===== config.mk =====
export PLATFORM = sky130hd
export DESIGN_NAME = sel_arbiter4
export DESIGN_NICKNAME = d
export VERILOG_FILES = /design/src/rtl/sel_arb_defs.sv /design/src/rtl/sel_arbiter4_decode.sv /design/src/rtl/sel_arbiter4.sv
export SDC_FILE = /design/constraint.sdc
export NUM_CORES = 1
export LEC_CHECK = 0
export CORE_MARGIN = 2
export CORE_UTILIZATION = 59
export CTS_BUF_LIST = sky130_fd_sc_hd__clkbuf_8
export DETAILED_ROUTE_END_ITERATION = 8
export DONT_BUFFER_PORTS = 1
export PLACE_DENSITY = 0.76
export SYNTH_ARGS = -nofsm -noshare
export SYNTH_HDL_FRONTEND = slang
export SYNTH_SLANG_ARGS = --single-unit

===== constraint.sdc =====
create_clock -name clk -period 4.6 [get_ports clk]
set_input_delay 0.46 -clock clk [delete_from_list [all_inputs] [get_ports clk]]
set_output_delay 0.46 -clock clk [all_outputs]
set_load 0.05 [all_outputs]

===== src/rtl/sel_arb_defs.sv =====
// Shared definitions for the four-way select arbiter: state encodings and widths.
// Latency: n/a (constants only).
// Backpressure: n/a.
package sel_arb_defs;

  // Number of requesters / select lines, and the index width that addresses them.
  localparam int SEL_W = 4;
  localparam int IDX_W = 2;

  // FSM state encodings. These are plain constants so the codes stay fixed.
  localparam int ST_W = 2;
  localparam logic [ST_W-1:0] ST_IDLE  = 2'd0;
  localparam logic [ST_W-1:0] ST_GRANT = 2'd1;
  localparam logic [ST_W-1:0] ST_GAP   = 2'd2;

endpackage


===== src/rtl/sel_arbiter4_decode.sv =====
// sel_decode2x4: 2-to-4 active-low select decode of {idx, en}.
// Latency: combinational. The caller registers the result.
// Backpressure: none.
//
// Ports:
//   idx    in   2  index of the line to select
//   en     in   1  enable; when low, all select lines are inactive
//   sel_n  out  4  active-low one-hot select, 4'b1111 when disabled
module sel_decode2x4
  import sel_arb_defs::*;
(
  input  logic [IDX_W-1:0] idx,
  input  logic             en,
  output logic [SEL_W-1:0] sel_n
);

  always_comb begin
    sel_n = '1;
    if (en) begin
      sel_n[idx] = 1'b0;
    end
  end

endmodule


===== src/rtl/sel_arbiter4.sv =====
// sel_arbiter4: round-robin owner of one shared resource among four requesters,
//   driving the resource's registered active-low chip selects.
// Latency: a request seen in IDLE/GAP is granted on the next edge. A release
//   (done, dropped req or tenure limit) takes effect on the edge that samples it.
// Backpressure: requesters hold req high until they are served. Each tenure is
//   capped at HOLD_MAX cycles and is always followed by one dead cycle.
//
// Ports:
//   clk      in   1  clock, rising edge
//   rst_n    in   1  asynchronous active-low reset
//   req      in   4  level request per requester
//   done     in   4  release pulse; only the current owner's bit is honoured
//   gnt_idx  out  2  index of current/last owner (holds while no grant)
//   gnt_en   out  1  grant valid
//   sel_n    out  4  registered active-low one-hot select of the owner
//   timeout  out  1  one-cycle pulse in GAP when a tenure hit HOLD_MAX
module sel_arbiter4
  import sel_arb_defs::*;
#(
  parameter int unsigned HOLD_MAX = 15,
  parameter int unsigned HOLD_W   = 4
) (
  input  logic             clk,
  input  logic             rst_n,
  input  logic [SEL_W-1:0] req,
  input  logic [SEL_W-1:0] done,
  output logic [IDX_W-1:0] gnt_idx,
  output logic             gnt_en,
  output logic [SEL_W-1:0] sel_n,
  output logic             timeout
);

  logic [ST_W-1:0]   state_q,    state_d;
  logic [IDX_W-1:0]  gnt_idx_q,  gnt_idx_d;
  logic              gnt_en_q,   gnt_en_d;
  logic [SEL_W-1:0]  sel_n_q,    sel_n_d;
  logic              timeout_q,  timeout_d;
  logic [IDX_W-1:0]  last_q,     last_d;
  logic [HOLD_W-1:0] hold_cnt_q, hold_cnt_d;

  logic              pick_vld;
  logic [IDX_W-1:0]  pick_idx;
  logic              own_done;
  logic              own_drop;
  logic              hold_end;

  // Round-robin search starting one past the last owner. Iterating from the
  // farthest candidate down to the nearest lets the nearest set bit win.
  // Offset SEL_W wraps to the last owner itself, so a sole requester that was
  // just served is still found.
  function automatic logic [IDX_W:0] rr_pick(input logic [SEL_W-1:0] r,
                                             input logic [IDX_W-1:0] ptr);
    logic [IDX_W:0]   res;
    logic [IDX_W-1:0] cand;
    res = '0;
    for (int i = SEL_W; i >= 1; i--) begin
      cand = ptr + IDX_W'(i);
      if (r[cand]) begin
        res = {1'b1, cand};
      end
    end
    return res;
  endfunction

  assign {pick_vld, pick_idx} = rr_pick(req, last_q);

  // Release causes, only meaningful while in GRANT.
  assign own_done = done[gnt_idx_q];
  assign own_drop = ~req[gnt_idx_q];
  // hold_cnt is 0 in the first tenure cycle, so this fires in cycle HOLD_MAX.
  assign hold_end = (hold_cnt_q == HOLD_W'(HOLD_MAX - 1));

  always_comb begin
    state_d    = state_q;
    gnt_idx_d  = gnt_idx_q;
    gnt_en_d   = gnt_en_q;
    last_d     = last_q;
    hold_cnt_d = hold_cnt_q;
    timeout_d  = 1'b0;

    case (state_q)
      // GAP arbitrates exactly like IDLE; it differs only in that it always
      // lasts a single cycle.
      ST_IDLE, ST_GAP: begin
        if (pick_vld) begin
          state_d    = ST_GRANT;
          gnt_idx_d  = pick_idx;
          gnt_en_d   = 1'b1;
          last_d     = pick_idx;
          hold_cnt_d = '0;
        end else begin
          state_d  = ST_IDLE;
          gnt_en_d = 1'b0;
        end
      end

      ST_GRANT: begin
        if (own_done || own_drop || hold_end) begin
          state_d   = ST_GAP;
          gnt_en_d  = 1'b0;
          // An explicit release in the final cycle is not reported as a timeout.
          timeout_d = hold_end && !own_done && !own_drop;
        end else begin
          hold_cnt_d = hold_cnt_q + HOLD_W'(1);
        end
      end

      default: begin
        state_d  = ST_IDLE;
        gnt_en_d = 1'b0;
      end
    endcase
  end

  // Decode on the next-state path so sel_n is registered alongside gnt_en.
  sel_decode2x4 u_sel_decode (
    .idx   (gnt_idx_d),
    .en    (gnt_en_d),
    .sel_n (sel_n_d)
  );

  always_ff @(posedge clk or negedge rst_n) begin
    if (!rst_n) begin
      state_q    <= ST_IDLE;
      gnt_idx_q  <= '0;
      gnt_en_q   <= 1'b0;
      sel_n_q    <= '1;
      timeout_q  <= 1'b0;
      last_q     <= IDX_W'(SEL_W - 1);
      hold_cnt_q <= '0;
    end else begin
      state_q    <= state_d;
      gnt_idx_q  <= gnt_idx_d;
      gnt_en_q   <= gnt_en_d;
      sel_n_q    <= sel_n_d;
      timeout_q  <= timeout_d;
      last_q     <= last_d;
      hold_cnt_q <= hold_cnt_d;
    end
  end

  assign gnt_idx = gnt_idx_q;
  assign gnt_en  = gnt_en_q;
  assign sel_n   = sel_n_q;
  assign timeout = timeout_q;

endmodule


==> run summary <==
status -> finished, final reports clean
Placeable Area -> 0.00130 mm^2
Final Max Tran Viols -> 0
global-route wire length before repair -> 2520 um
Peak VDD IR -> 0.000466 V
ratio of cells with drive above 1 in the final layout -> 15.5%
First-pass DRT Iterations -> 4
Overflow after GRT -> 0
Max FO, Critical Path -> 4
crit path DAT -> 1940 ps
WP data required -> 4730 ps
DRC -> 0
post-synthesis compound-gate area fraction -> 16.9%
Internal -> 0.000352 W
Power Dens Cells -> 719 mW/mm^2
CTS tree -> done
Routed wire per std cell -> 17.3 um
Clock Power Share -> 19.8%
sequential fraction of the synthesis area -> 50.1%
worst r2r path cells -> 4
Sequential Power Share -> 54.5%
Initial DRC Count -> 28
top post-synthesis cells by area -> dfrtp_1, dfstp_2, nor2b_1, nand3_1, nand2_1
sw frac -> 45.3%
final setup vio count -> 0
Post-Synth Simple-Gate Area -> 23.2%
R2R Setup Slk -> 2800 ps
Final HPWL DP -> 1220 um
vias in the first global route -> 563
fraction of synthesized cell area in xor and xnor cells -> 0%
gpl congestion -> 0.708
Mapped Area -> 815 um^2
yosys synthesis warning count -> 0
ANT cells -> 0
Worst Tran Pin Value -> 547 ps
largest net degree at the start of global routing -> 11
Adder-Cell Fraction of Synth Area -> 3.07%
Logic pwr share -> 25.7%
Max Clock Skew -> 2.09 ps
antenna violations before repair -> 0
Die H -> 41.2 um
Max Fclk -> 555 MHz
LEAKAGE -> 0.385 nW
Critical Path End Type -> flip-flop
#FFs+latches synth -> 16
clock latency on the worst-skew pair -> 250 ps
worst hold slack -> 44.4 ps
Area Growth Syn to Fin -> 9.83%
min setup slack post-route -> 2800 ps
DR vias/cell -> 6.30
post-synthesis cell count -> 80
row count -> 13
num ports -> 18
Tightest Hold Check Type -> in -> async
reg2reg start -> gnt_idx[0]
Commonest cells post-synth -> dfrtp_1, nand2_1, nor2b_1
post-CTS setup buffer count -> 0
GRT Total Usage -> 24.4%
via count -> 624
WL final -> 1710 um
final hold violation count -> 0
post-synth top area cell -> dfrtp_1
die area -> 0.00169 mm^2
largest family of logic cells by synthesized area -> simple AND/OR/NAND/NOR gates
startpoint types -> flip-flop
Antenna Nets Post-Route -> 0
CTS Buffer Depth -> 2
Filler cells -> 104
Yosys cell types -> 27
WS Path Type -> reg -> reg
fin cells -> 99
max cap viols -> 0
relative slew slack -> 63.6%
pre-CTS WS -> 2800 ps
predominant post-synthesis flop cell -> dfrtp_1
final worst-path cycle share -> 39.2%
mux cell area share after synthesis -> 3.99%
Reg clk slew, reported paths -> 70 ps
most common cell in the netlist -> dfrtp_1
Synth Area per Inst -> 10.2 um^2
Synth top area share -> 30.7%
RSZ-0062 raised after global routing -> no
# clock sinks -> 16
worst r2r dst -> hold_cnt_q[2]
# port buffers -> 0
CTS Buf Count -> 3
P_sw -> 0.000291 W
min cycle time layout -> 1800 ps
# placed instances -> 94
async set-reset flop share out of synthesis -> 100%
Initial Util -> 62.6%
Synth Net Count -> 92
Power, Total -> 0.000643 W
Post-synth EDFFs -> 0
Final nets -> 97
Die Wd -> 41.2 um
total negative setup slack -> 0 ps
H-tree depth -> 1
clock root buffer -> clkbuf_8
## layer usage
metal	share of wire [%]	track usage [%]
met2	45	34.8
met1	44	33.6
met3	9.0	5.43
met5	0	0
met4	2.2	14.5
## worst max-delay path by stage
stage	endpoint	slack, ps	start	cells past startpoint
CTS	hold_cnt_q[2]	2790	gnt_idx[0]	4
detailed placement	hold_cnt_q[2]	2800	gnt_idx[0]	4
floorplan	hold_cnt_q[2]	2870	gnt_idx[0]	4
finish	hold_cnt_q[2]	2800	gnt_idx[0]	4
global route	hold_cnt_q[2]	2710	gnt_idx[0]	4
global placement	hold_cnt_q[2]	2830	gnt_idx[0]	4
## sequential cells by signal (all words and copies together) (netlist names)
| signal | count |
|---|---|
| gnt_en | 1 |
| gnt_idx | 2 |
| hold_cnt_q | 4 |
| last_q | 2 |
| sel_n | 4 |
| state_q | 2 |
| timeout | 1 |
## stage by stage
stage,instance area (um^2),utilization (%)
finish,895,68.8
global route,895,68.8
CTS,895,68.8
detailed placement,830,63.7
global placement,830,63.7
floorplan,815,-
## final cells by class
type                       instances  area [um^2]  area share, %
multi-input combinational         58          384           42.9
inverter                           5         18.8           2.10
timing repair buffer               1         10.0           1.12
clock buffer                       4         55.1           6.15
tap                               15         18.8           2.10
sequential                        16          408           45.6
## critical path, stage by stage (launching register included)
cell,delay [ps]
dfrtp_1,690
mux4_2,650
nand3_2,110
mux2i_1,180
nor2_1,50
## timing repair
| action | 4_1_cts | 5_1_grt |
|---|---|---|
| endpoints found under the setup margin | 0 | 0 |
| endpoints found under the hold margin | 10 | 0 |
| hold buffers | 1 | 0 |
| resized for setup | 0 | 0 |
## power groups by stage
stage	combinational [W]	clock [W]	sequential, W
after floorplan	0.000142	0	0.000331
after global placement	0.000156	0	0.000351
after detailed placement	0.000162	0	0.000353
after CTS	0.000165	0.000126	0.000350
after global routing	0.000188	0.000132	0.000357
final	0.000165	0.000127	0.000351
## layout by cell type, fill, tap and decap left out, types with 2 or more instances in the layout
cell | Yosys | layout
nor2_1 | 6 | 6
o31ai_1 | 2 | 2
nand2_1 | 8 | 8
a21o_1 | 2 | 2
a21oi_1 | 4 | 4
clkbuf_8 | 0 | 4
nand3_1 | 6 | 6
nor2b_1 | 7 | 7
inv_1 | 5 | 5
ha_1 | 2 | 2
dfstp_2 | 6 | 6
o221a_1 | 2 | 2
nor3_1 | 3 | 3
dfrtp_1 | 10 | 10
o21ai_1 | 3 | 3
o32ai_1 | 2 | 2
## kinds of logic (layout without fill, tap and decap cells)
family / after synthesis / after routing
compound gates: 19 / 19
fa+ha+maj: 2 / 2
buf+inv: 6 / 10
flops: 16 / 16
mux: 2 / 2
simple gates: 35 / 35
Note: power is estimated with default switching activity, not from simulation.
